<file path="config.mk">
export PLATFORM = sky130hd
export DESIGN_NAME = tt_sweep_engine
export DESIGN_NICKNAME = d
export VERILOG_FILES = /design/src/rtl/tt_sweep_engine.sv
export SDC_FILE = /design/constraint.sdc
export NUM_CORES = 1
export LEC_CHECK = 0
export CELL_PAD_IN_SITES_DETAIL_PLACEMENT = 0
export CELL_PAD_IN_SITES_GLOBAL_PLACEMENT = 1
export CORE_UTILIZATION = 35
export CTS_CLUSTER_DIAMETER = 200
export DETAILED_ROUTE_END_ITERATION = 6
export PLACE_DENSITY = 0.78
export SYNTH_ARGS = -nofsm -noshare
export SYNTH_HDL_FRONTEND = slang
export SYNTH_SLANG_ARGS = --single-unit
</file>
<file path="constraint.sdc">
create_clock -name clk -period 4.9 [get_ports clk]
set_clock_uncertainty 0.15 [all_clocks]
set_input_delay 1.47 -clock clk [delete_from_list [all_inputs] [get_ports clk]]
set_output_delay 1.47 -clock clk [all_outputs]
set_load 0.05 [all_outputs]
</file>
<file path="src/rtl/tt_sweep_engine.sv">
// Exhaustive truth-table sweeper: steps stim through every input combination,
// waits SETTLE cycles per vector, then folds resp into a signature and a minterm count.
module tt_sweep_engine #(
  parameter int unsigned N_IN   = 3,
  parameter int unsigned N_OUT  = 1,
  parameter int unsigned SETTLE = 1,
  parameter int unsigned SIG_W  = 16,
  parameter logic [15:0] POLY   = 16'h1021
) (
  input  logic             clk,
  input  logic             rst_n,
  input  logic             start,
  input  logic             abort,
  input  logic [N_OUT-1:0] resp,
  output logic [N_IN-1:0]  stim,
  output logic             busy,
  output logic             done,
  output logic [SIG_W-1:0] sig,
  output logic [N_IN:0]    ones
);

  localparam int unsigned     CntW    = (SETTLE > 1) ? $clog2(SETTLE) : 1;
  localparam logic [CntW-1:0] CntLast = CntW'(SETTLE - 1);
  localparam logic [SIG_W-1:0] PolyW  = SIG_W'(POLY);

  typedef enum logic [1:0] {StIdle, StWait, StCapture, StFinish} state_e;

  state_e           state_q, state_d;
  logic [N_IN-1:0]  stim_q, stim_d;
  logic [CntW-1:0]  cnt_q, cnt_d;
  logic             busy_q, busy_d;
  logic             done_q, done_d;
  logic [SIG_W-1:0] sig_q, sig_d;
  logic [N_IN:0]    ones_q, ones_d;
  logic [SIG_W-1:0] sig_step;

  assign sig_step = (sig_q << 1) ^ (sig_q[SIG_W-1] ? PolyW : '0) ^ SIG_W'(resp);

  always_comb begin
    state_d = state_q;
    stim_d  = stim_q;
    cnt_d   = cnt_q;
    busy_d  = busy_q;
    done_d  = 1'b0;
    sig_d   = sig_q;
    ones_d  = ones_q;
    unique case (state_q)
      StIdle: begin
        if (start && !abort) begin
          stim_d  = '0;
          sig_d   = '0;
          ones_d  = '0;
          cnt_d   = '0;
          busy_d  = 1'b1;
          state_d = StWait;
        end
      end
      StWait: begin
        if (abort) begin
          stim_d  = '0;
          busy_d  = 1'b0;
          state_d = StIdle;
        end else if (cnt_q == CntLast) begin
          state_d = StCapture;
        end else begin
          cnt_d = cnt_q + 1'b1;
        end
      end
      StCapture: begin
        // An abort here discards the pending sample; partial results stay visible.
        if (abort) begin
          stim_d  = '0;
          busy_d  = 1'b0;
          state_d = StIdle;
        end else begin
          sig_d  = sig_step;
          ones_d = ones_q + {{N_IN{1'b0}}, resp[0]};
          if (stim_q == '1) begin
            stim_d  = '0;
            busy_d  = 1'b0;
            done_d  = 1'b1;
            state_d = StFinish;
          end else begin
            stim_d  = stim_q + 1'b1;
            cnt_d   = '0;
            state_d = StWait;
          end
        end
      end
      StFinish: state_d = StIdle;
      default:  state_d = StIdle;
    endcase
  end

  always_ff @(posedge clk or negedge rst_n) begin
    if (!rst_n) begin
      state_q <= StIdle;
      stim_q  <= '0;
      cnt_q   <= '0;
      busy_q  <= 1'b0;
      done_q  <= 1'b0;
      sig_q   <= '0;
      ones_q  <= '0;
    end else begin
      state_q <= state_d;
      stim_q  <= stim_d;
      cnt_q   <= cnt_d;
      busy_q  <= busy_d;
      done_q  <= done_d;
      sig_q   <= sig_d;
      ones_q  <= ones_d;
    end
  end

  assign stim = stim_q;
  assign busy = busy_q;
  assign done = done_q;
  assign sig  = sig_q;
  assign ones = ones_q;

endmodule

</file>
## Yosys cells after proc, flatten, opt, wreduce, memory -nomap -nowiden

Index checks and enable logic that the tools add are counted.

- Add/sub/neg operators: 3
- Eq/ne operators: 11
- Muxes and demuxes: 32
- Bitwise operators: 2
- Reduce and logical (&&, ||, !) cells: 10

Operator list:

| cell | number |
|---|---|
| 16-bit two-way mux | 2 |
| 16-bit case mux with 2 select lines | 1 |
| 16-bit by 1-bit bitwise XOR with 16-bit output | 1 |
| 16-bit by 13-bit bitwise XOR with 16-bit output | 1 |
| 13-bit two-way mux | 1 |
| 1-bit two-way mux | 12 |
| 3-bit two-way mux | 4 |
| 2-bit two-way mux | 5 |
| 2-bit inequality test (second input constant) | 5 |
| 3-bit case mux with 3 select lines | 1 |
| 4-bit two-way mux | 2 |
| 2-bit case mux with 4 select lines | 1 |
| 4-bit case mux with 2 select lines | 1 |
| 3-bit inequality test (second input constant) | 2 |
| 1-bit case mux with 3 select lines | 2 |
| 3-bit AND reduction | 2 |
| 5-bit AND reduction | 1 |
| 4-bit by 1-bit adder with 4-bit output | 1 |
| 2-bit == test (second input constant) | 2 |
| 4-bit AND reduction | 1 |
| 3-bit by 1-bit adder with 3-bit output (second input constant) | 1 |
| 3-bit == test (second input constant) | 1 |
| 3-bit nonzero test | 1 |
| 2-bit by 1-bit == test with 1-bit output (second input constant) | 1 |
| 6 further kinds | 6 |

- Bits in registers: 28
- Bits of input ports: 5
- Output and inout port bits: 25
- Word-level logic and storage cells: 65

## Depth between registers and ports, before layout

Gate-level depths: netlist of the first run.

- Depth in word-level cells: 5
- Gate-level depth with buffers: 6

## Worst setup path after synthesis of the first run

Ideal clock, no wire load.

- Path type: in2reg
- From: input port resp
- To: register ones_q[2], in the netlist ones[2]
- Library setup time: 0.087 ns
- Arrival: 2.280 ns
- Required time: 4.663 ns
- Setup slack: 2.383 ns
- Stages on the path: 5
- Buffers on the path: 0
- Cell sequence: ha_1 -> ha_1 -> nand2_1 -> or4_1 -> o211ai_1

- Cells in the longest elaborated chain, start to end: 3

RTL lines:

| item | RTL line | source |
|---|---|---|
| start, declared | 14 | `input logic [N_OUT-1:0] resp,` |
| 4-bit by 1-bit adder with 4-bit output | 77 | `ones_d = ones_q + {{N_IN{1'b0}}, resp[0]};` |
| 4-bit two-way mux | 71 | `if (abort) begin` |
| 4-bit case mux with 2 select lines | 47 | `unique case (state_q)` |
| end signal, assigned | 111 | `ones_q <= ones_d;` |
| end, declared | 34 | `logic [N_IN:0] ones_q, ones_d;` |

No other way between the ends. The select of a mux whose other input is x is not followed.
A chain may end at the register's enable or synchronous reset.

## Worst setup path in the final report of the first run

- From: register sig_q[15], in the netlist sig[15]
- To: output port sig[15]

RTL lines:

| item | RTL line | source |
|---|---|---|
| start, declared | 33 | `logic [SIG_W-1:0] sig_q, sig_d;` |
| start signal, assigned | 110 | `sig_q <= sig_d;` |
| end, declared | 18 | `output logic [SIG_W-1:0] sig,` |

No word-level cell between the ends.

==> metrics, run 1 <==
worst-case reg-to-reg path depth 6; hold_buf cts 0; CP cell instances clkdlybuf4s50_1; flops & latches, synth 27; antenna violations before repair 0; Die W 65.81 um; multi-input logic area 625.6 um^2; largest net degree at the start of global routing 28; Fmax achieved 0.3080 GHz; Worst Hold Depth 2; core area 3771 um^2; final HPWL from detailed placement 1874 um; power per standard cell area 394.9 nW/um^2; Layout area overhead 26.78%; Synth top area share 47.41%; effective utilization at floorplan 37.79%; gpl congestion 0.7608; worst path bufs/invs 1; vias in the first global route 1013; layout cells sized above 1 7.927%; Wirelength per Cell 12.26 um; clk slew on worst S/H paths 0.09 ns; CP Max Fanout 5; Top delay family on crit path buffers and inverters; Post-Syn Area 1425 um^2; Yosys warning total 0; CP startpoint kind flip-flop; slowest CP cell clkdlybuf4s50_1; syn avg cell area 10.72 um^2; RSZ-0062 raised after global routing no; htree depth 1; Max Cap Viol 0; worst-margin pin slew 0.8270 ns; Final Util 47.91%; Hold Crit Class reg2reg; Resize count post-CTS 0; placed standard-cell area 1760 um^2; Yosys cell types 29; n_diodes 0; design area 1807 um^2; nets@finish 178; register area share after synthesis 47.41%; worst skew pair latency 0.27 ns; post-layout min period 3.247 ns; CTS tree built; Leakage 0.0007958 uW; Worst Hold Slack 0.3834 ns; DRT Pass-1 Iters 3; Crit Path Category reg2out; total congestion overflow 0; global route hottest layer met2; Worst setup EP type output port; max_slew headroom 44.86%; Setup WS post-layout 1.653 ns; Post-CTS Repair Setup Buffers 0; setup slack at placement 1.443 ns; DR vias/cell 4.580; Fillers 354; first-pass GRT wire length 4567 um; Die Ht 65.81 um; Cells after Synth 133; die area 4331 um^2; clk sinks 27; FP Rows 22; gr usage total 13.50%; Worst Path Required 3.28 ns; max-slew violation count 0; GR Util met2 21.56%; final setup fails 0; 1st-iter DRT viols 26; antenna viol nets, final 0; maximum vdd drop 0.1422 mV; PortBufs 29; crit path DAT 1.63 ns; Remaining DRCs 0; total CTS buffers 3; total length of routed wires 2600 um; Ports 30; Final Hold Fails 0; Crit path largest cell delay 0.86 ns; synth top area cells dfrtp_1 47%, mux2i_1 15%, ha_1 7.0%; period utilization 66.27%; setup_tns 0 ns; Synth area leader dfrtp_1; critical path depth 1; Via Count 971; grt met1 use 18.76%; CTS Root Cell clkbuf_8; Max Root-Sink Buffers 2; Register Area 675.6 um^2; synthesized net count 146; status finished clean; met3 Track Usage GR 2.931%
==> through the flow <==
step / std cells / total power (uW)
2_1_floorplan: 133 / 531.0
3_3_place_gp: 208 / 593.5
3_5_place_dp: 208 / 597.5
4_1_cts: 212 / 724.9
5_1_grt: 212 / 761.0
6_report: 212 / 713.4
==> worst min-delay path, stage by stage (launching register included) <==
cell and delay, ns:
dfrtp_1 0.39, inv_1 0.05, mux2i_1 0.06
==> cell type report <==
cell class	instances	area share, %
Sequential cell	27	37.40
Multi-Input combinational cell	77	34.63
Timing Repair Buffer	31	16.90
Inverter	25	5.194
Tap cell	48	3.324
Clock buffer	3	2.285
Clock inverter	1	0.2770
==> sequential cells by signal (all words and copies together) (netlist names) <==
signal   flops
busy         1
done         1
ones         4
sig         16
state_q      2
stim         3
==> metal layers <==
metal | vias to the layer above | share of wire (%)
met4 | 0 | 0
met1 | 466 | 50
met5 | - | 0
met3 | 0 | 4.3
li1 | 485 | -
met2 | 20 | 46
==> kinds of logic (layout without fill, tap and decap cells) <==
| logic type | count (synthesis) | count (layout) | synth area share (%) |
|---|---|---|---|
| AOI/OAI and AO/OA | 7 | 7 | 5.092 |
| and+or+nand+nor | 37 | 37 | 14.40 |
| xor gates and xnor gates | 3 | 3 | 1.844 |
| buffers and inverters | 29 | 60 | 8.692 |
| muxes | 22 | 22 | 15.54 |
| DFF | 27 | 27 | 47.41 |
| adders and majority gates | 8 | 8 | 7.024 |
==> placed cells by master (no fill, tap or decap) <==
master,instances
inv_1,25
o211ai_1,1
clkdlybuf4s50_1,29
xor2_1,3
nor2b_2,1
o211ai_2,1
and2_1,1
nand3_1,3
nor3_4,1
nor2b_4,1
mux2i_1,21
a211oi_4,1
nand2b_1,1
a21oi_1,1
mux2_1,1
clkinv_2,1
nor3b_1,1
nor2_1,1
nand2b_4,1
o21ai_0,1
a2111oi_2,1
clkbuf_8,3
ha_1,8
or4_1,2
dfrtp_1,27
nand2_1,21
buf_4,2
nor3_1,1
a21o_1,1
and2b_1,1
nand3b_1,1
==> synth_stat cells, drive strengths merged <==
master,n
a2111oi,1
a211oi,1
a21o,1
a21oi,1
and2,1
and2b,1
buf,2
clkbuf,2
dfrtp,27
ha,8
inv,25
mux2,1
mux2i,21
nand2,21
nand2b,2
nand3,3
nand3b,1
nor2,1
nor2b,2
nor3,2
nor3b,1
o211ai,2
o21ai,1
or4,2
xor2,3
==> where the power goes <==
part	total [uW]	switching (uW)	internal, uW
combinational	322	192	130
sequential	267	20.4	246
clock	125	67.9	56.9
total	713	280	433
==> worst paths after layout <==
path / startpoint / slack (ns) / endpoint
worst max register to register: state_q[0] / 2.23 / sig[3]
worst min-delay path: busy / 0.38 / busy
max in group asynchronous: rst_n / 2.92 / ones[3]
min in group asynchronous: rst_n / 1.42 / busy
worst max-delay path: sig[15] / 1.65 / sig[15]
worst min register to register: busy / 0.38 / busy
No activity file was read; power rests on OpenSTA's default activity.
==> inputs of run 2 (changes only) <==
==> constraint.sdc (replaced) <==
create_clock -name clk -period 3.4 [get_ports clk]
set_clock_uncertainty 0.15 [all_clocks]
set_input_delay 1.02 -clock clk [delete_from_list [all_inputs] [get_ports clk]]
set_output_delay 1.02 -clock clk [all_outputs]
set_load 0.05 [all_outputs]
==> run 2 against run 1 <==
Against the previous run: count of clock-buffer cells in the layout is 1 higher; cell count grew 0.47%; worst setup slack lost 1.1 ns; die area unchanged; first-iteration DRC count is 27% higher; non-clock buffer count is 1 higher; wire length grew 1.7%.
==> metrics, run 2 (synthesis gave the netlist of run 1 again) <==
max reg flops 16 (unchanged); status finished clean; total CTS buffers 3 (unchanged); antenna viol nets, final 0 (unchanged); RSZ-0062 raised after global routing no; first-pass GRT wire length 4436 um (-2.9%); max_slew headroom 65.91% (+21 points); slowest CP cell clkdlybuf4s50_1; CP startpoint kind flip-flop; core area 3771 um^2 (unchanged); Via Count 978 (+0.72%); clk slew on worst S/H paths 0.09 ns (about the same); Layout area overhead 27.22%; setup slack at placement 0.6514 ns (-0.7912 ns); gpl congestion 0.8192 (+7.7%); DRT Pass-1 Iters 4 (+1); Crit Path Category reg2out; worst path bufs/invs 1 (unchanged); Wirelength per Cell 12.41 um (+1.2%); Max Cap Viol 0 (unchanged); Pint 631.5 uW (+46%); antenna violations before repair 0 (unchanged); max-slew violation count 0 (unchanged); effective utilization at floorplan 37.79% (unchanged); Leakage 0.0007984 uW (+0.33%); largest net degree at the start of global routing 28 (unchanged); final HPWL from detailed placement 1842 um (-1.7%); CP Max Fanout 5 (unchanged); 1st-iter DRT viols 33 (+27%); htree depth 1 (unchanged); Switching Share 39.34% (about the same); FP Rows 22 (unchanged); Worst Hold Depth 2 (unchanged); Fillers 347 (-2.0%); CTS tree built; power per standard cell area 574.2 nW/um^2 (+45%); hold_buf cts 0 (unchanged); Net Switching 409.5 uW (+46%); worst skew pair latency 0.27 ns (about the same); Tot Pwr 1041 uW (+46%); Hold Crit Start sig[3]; nets@finish 179 (+0.56%); die area 4331 um^2 (unchanged); period utilization 82.44%; Reg-to-Reg End sig[1]; post-layout min period 2.803 ns; DR vias/cell 4.592 (+0.25%); sequential share of power 37.0% (-0.4 points); CP cell instances clkdlybuf4s50_1; reg-to-reg slack, setup 1.44 ns (-0.79 ns); Die W 65.81 um (unchanged); Remaining DRCs 0 (unchanged); Ports 30 (unchanged); Top delay family on crit path buffers and inverters; most frequent cells in the layout 29 x clkdlybuf4s50_1, 27 x dfrtp_1, 25 x inv_1, 21 x nand2_1, 21 x mux2i_1; vias in the first global route 970 (-4.2%); Logic pwr share 45.5% (+0.4 points); worst-margin pin slew 0.5097 ns (-0.3173 ns); gr usage total 13.51% (about the same); clk sinks 27 (unchanged); total congestion overflow 0 (unchanged); Final Non-Filler Cells 213 (+0.47%); CTS Root Cell clkbuf_8; n_diodes 0 (unchanged); layout cells sized above 1 7.879% (-0.048 points); Inst Count DP 209 (+0.48%); PortBufs 29 (unchanged); setup_tns 0 ns (unchanged); maximum vdd drop 0.3280 mV (+130%); Fmax achieved 0.3568 GHz; crit path DAT 1.63 ns (about the same); Crit path largest cell delay 0.86 ns (about the same); Resize count post-CTS 0 (unchanged); Post-CTS Repair Setup Buffers 0 (unchanged); Setup WS post-layout 0.5970 ns (-1.056 ns); Worst Hold Path EP sig[3]; Hold Crit Class reg2reg; R2R Path Start state_q[0]; Max Root-Sink Buffers 2 (unchanged); final setup fails 0 (unchanged); commonest non-fill, non-tap cell in the layout clkdlybuf4s50_1; total length of routed wires 2643 um (+1.7%); Final Hold Fails 0 (unchanged); Worst Path Required 2.23 ns (-1.05 ns); Worst setup EP type output port; Die Ht 65.81 um (unchanged); clock share of power 17.4% (about the same); worst-case reg-to-reg path depth 6 (unchanged)
-- run 2: worst max path at each step --
stage                     startpoint      end  slack, ns  cells past startpoint
after floorplan                 resp  ones[2]       1.33                      5
after CTS                    sig[15]  sig[15]       0.58                      1
final                        sig[15]  sig[15]       0.60                      1
after global routing         sig[15]  sig[15]       0.53                      1
after detailed placement       abort  stim[0]       0.65                      4
after global placement         abort  stim[0]       0.69                      4
-- run 2: power by group through the flow --
| stage | Combinational (uW) | Clock [uW] | Sequential, uW |
|---|---|---|---|
| after detailed placement | 479 | 0 | 393 |
| after floorplan | 304 | 0 | 461 |
| final | 474 | 181 | 385 |
| after global routing | 514 | 202 | 390 |
| after global placement | 474 | 0 | 391 |
| after CTS | 481 | 192 | 387 |
-- run 2: per-layer routing --
metal  part of all wire [%]  GRT usage, %  up-vias
li1                       -             -      485
met1                     46         16.41      467
met2                     48         23.21       26
met3                    6.0         4.483        0
met4                      0         2.446        0
met5                      0             0        -
-- run 2: metrics by stage --
| step | utilization (%) | hold WS (ns) | area [um^2] |
|---|---|---|---|
| after floorplan | - | 0.3588 | 1425 |
| after global placement | 46.88 | 0.3775 | 1768 |
| after detailed placement | 46.88 | 0.3793 | 1768 |
| after CTS | 48.08 | 0.3982 | 1813 |
| after global routing | 48.08 | 0.4226 | 1813 |
| final | 48.08 | 0.3924 | 1813 |
-- run 2: area by class of cell --
type                    count  area, um^2  area share (%)
multi-input cells          77       625.6           34.51
inverters                  25       93.84           5.176
flip-flops and latches     27       675.6           37.27
well taps                  48       60.06           3.313
repair buffers             32       312.8           17.25
clock buffers               4       45.04           2.484
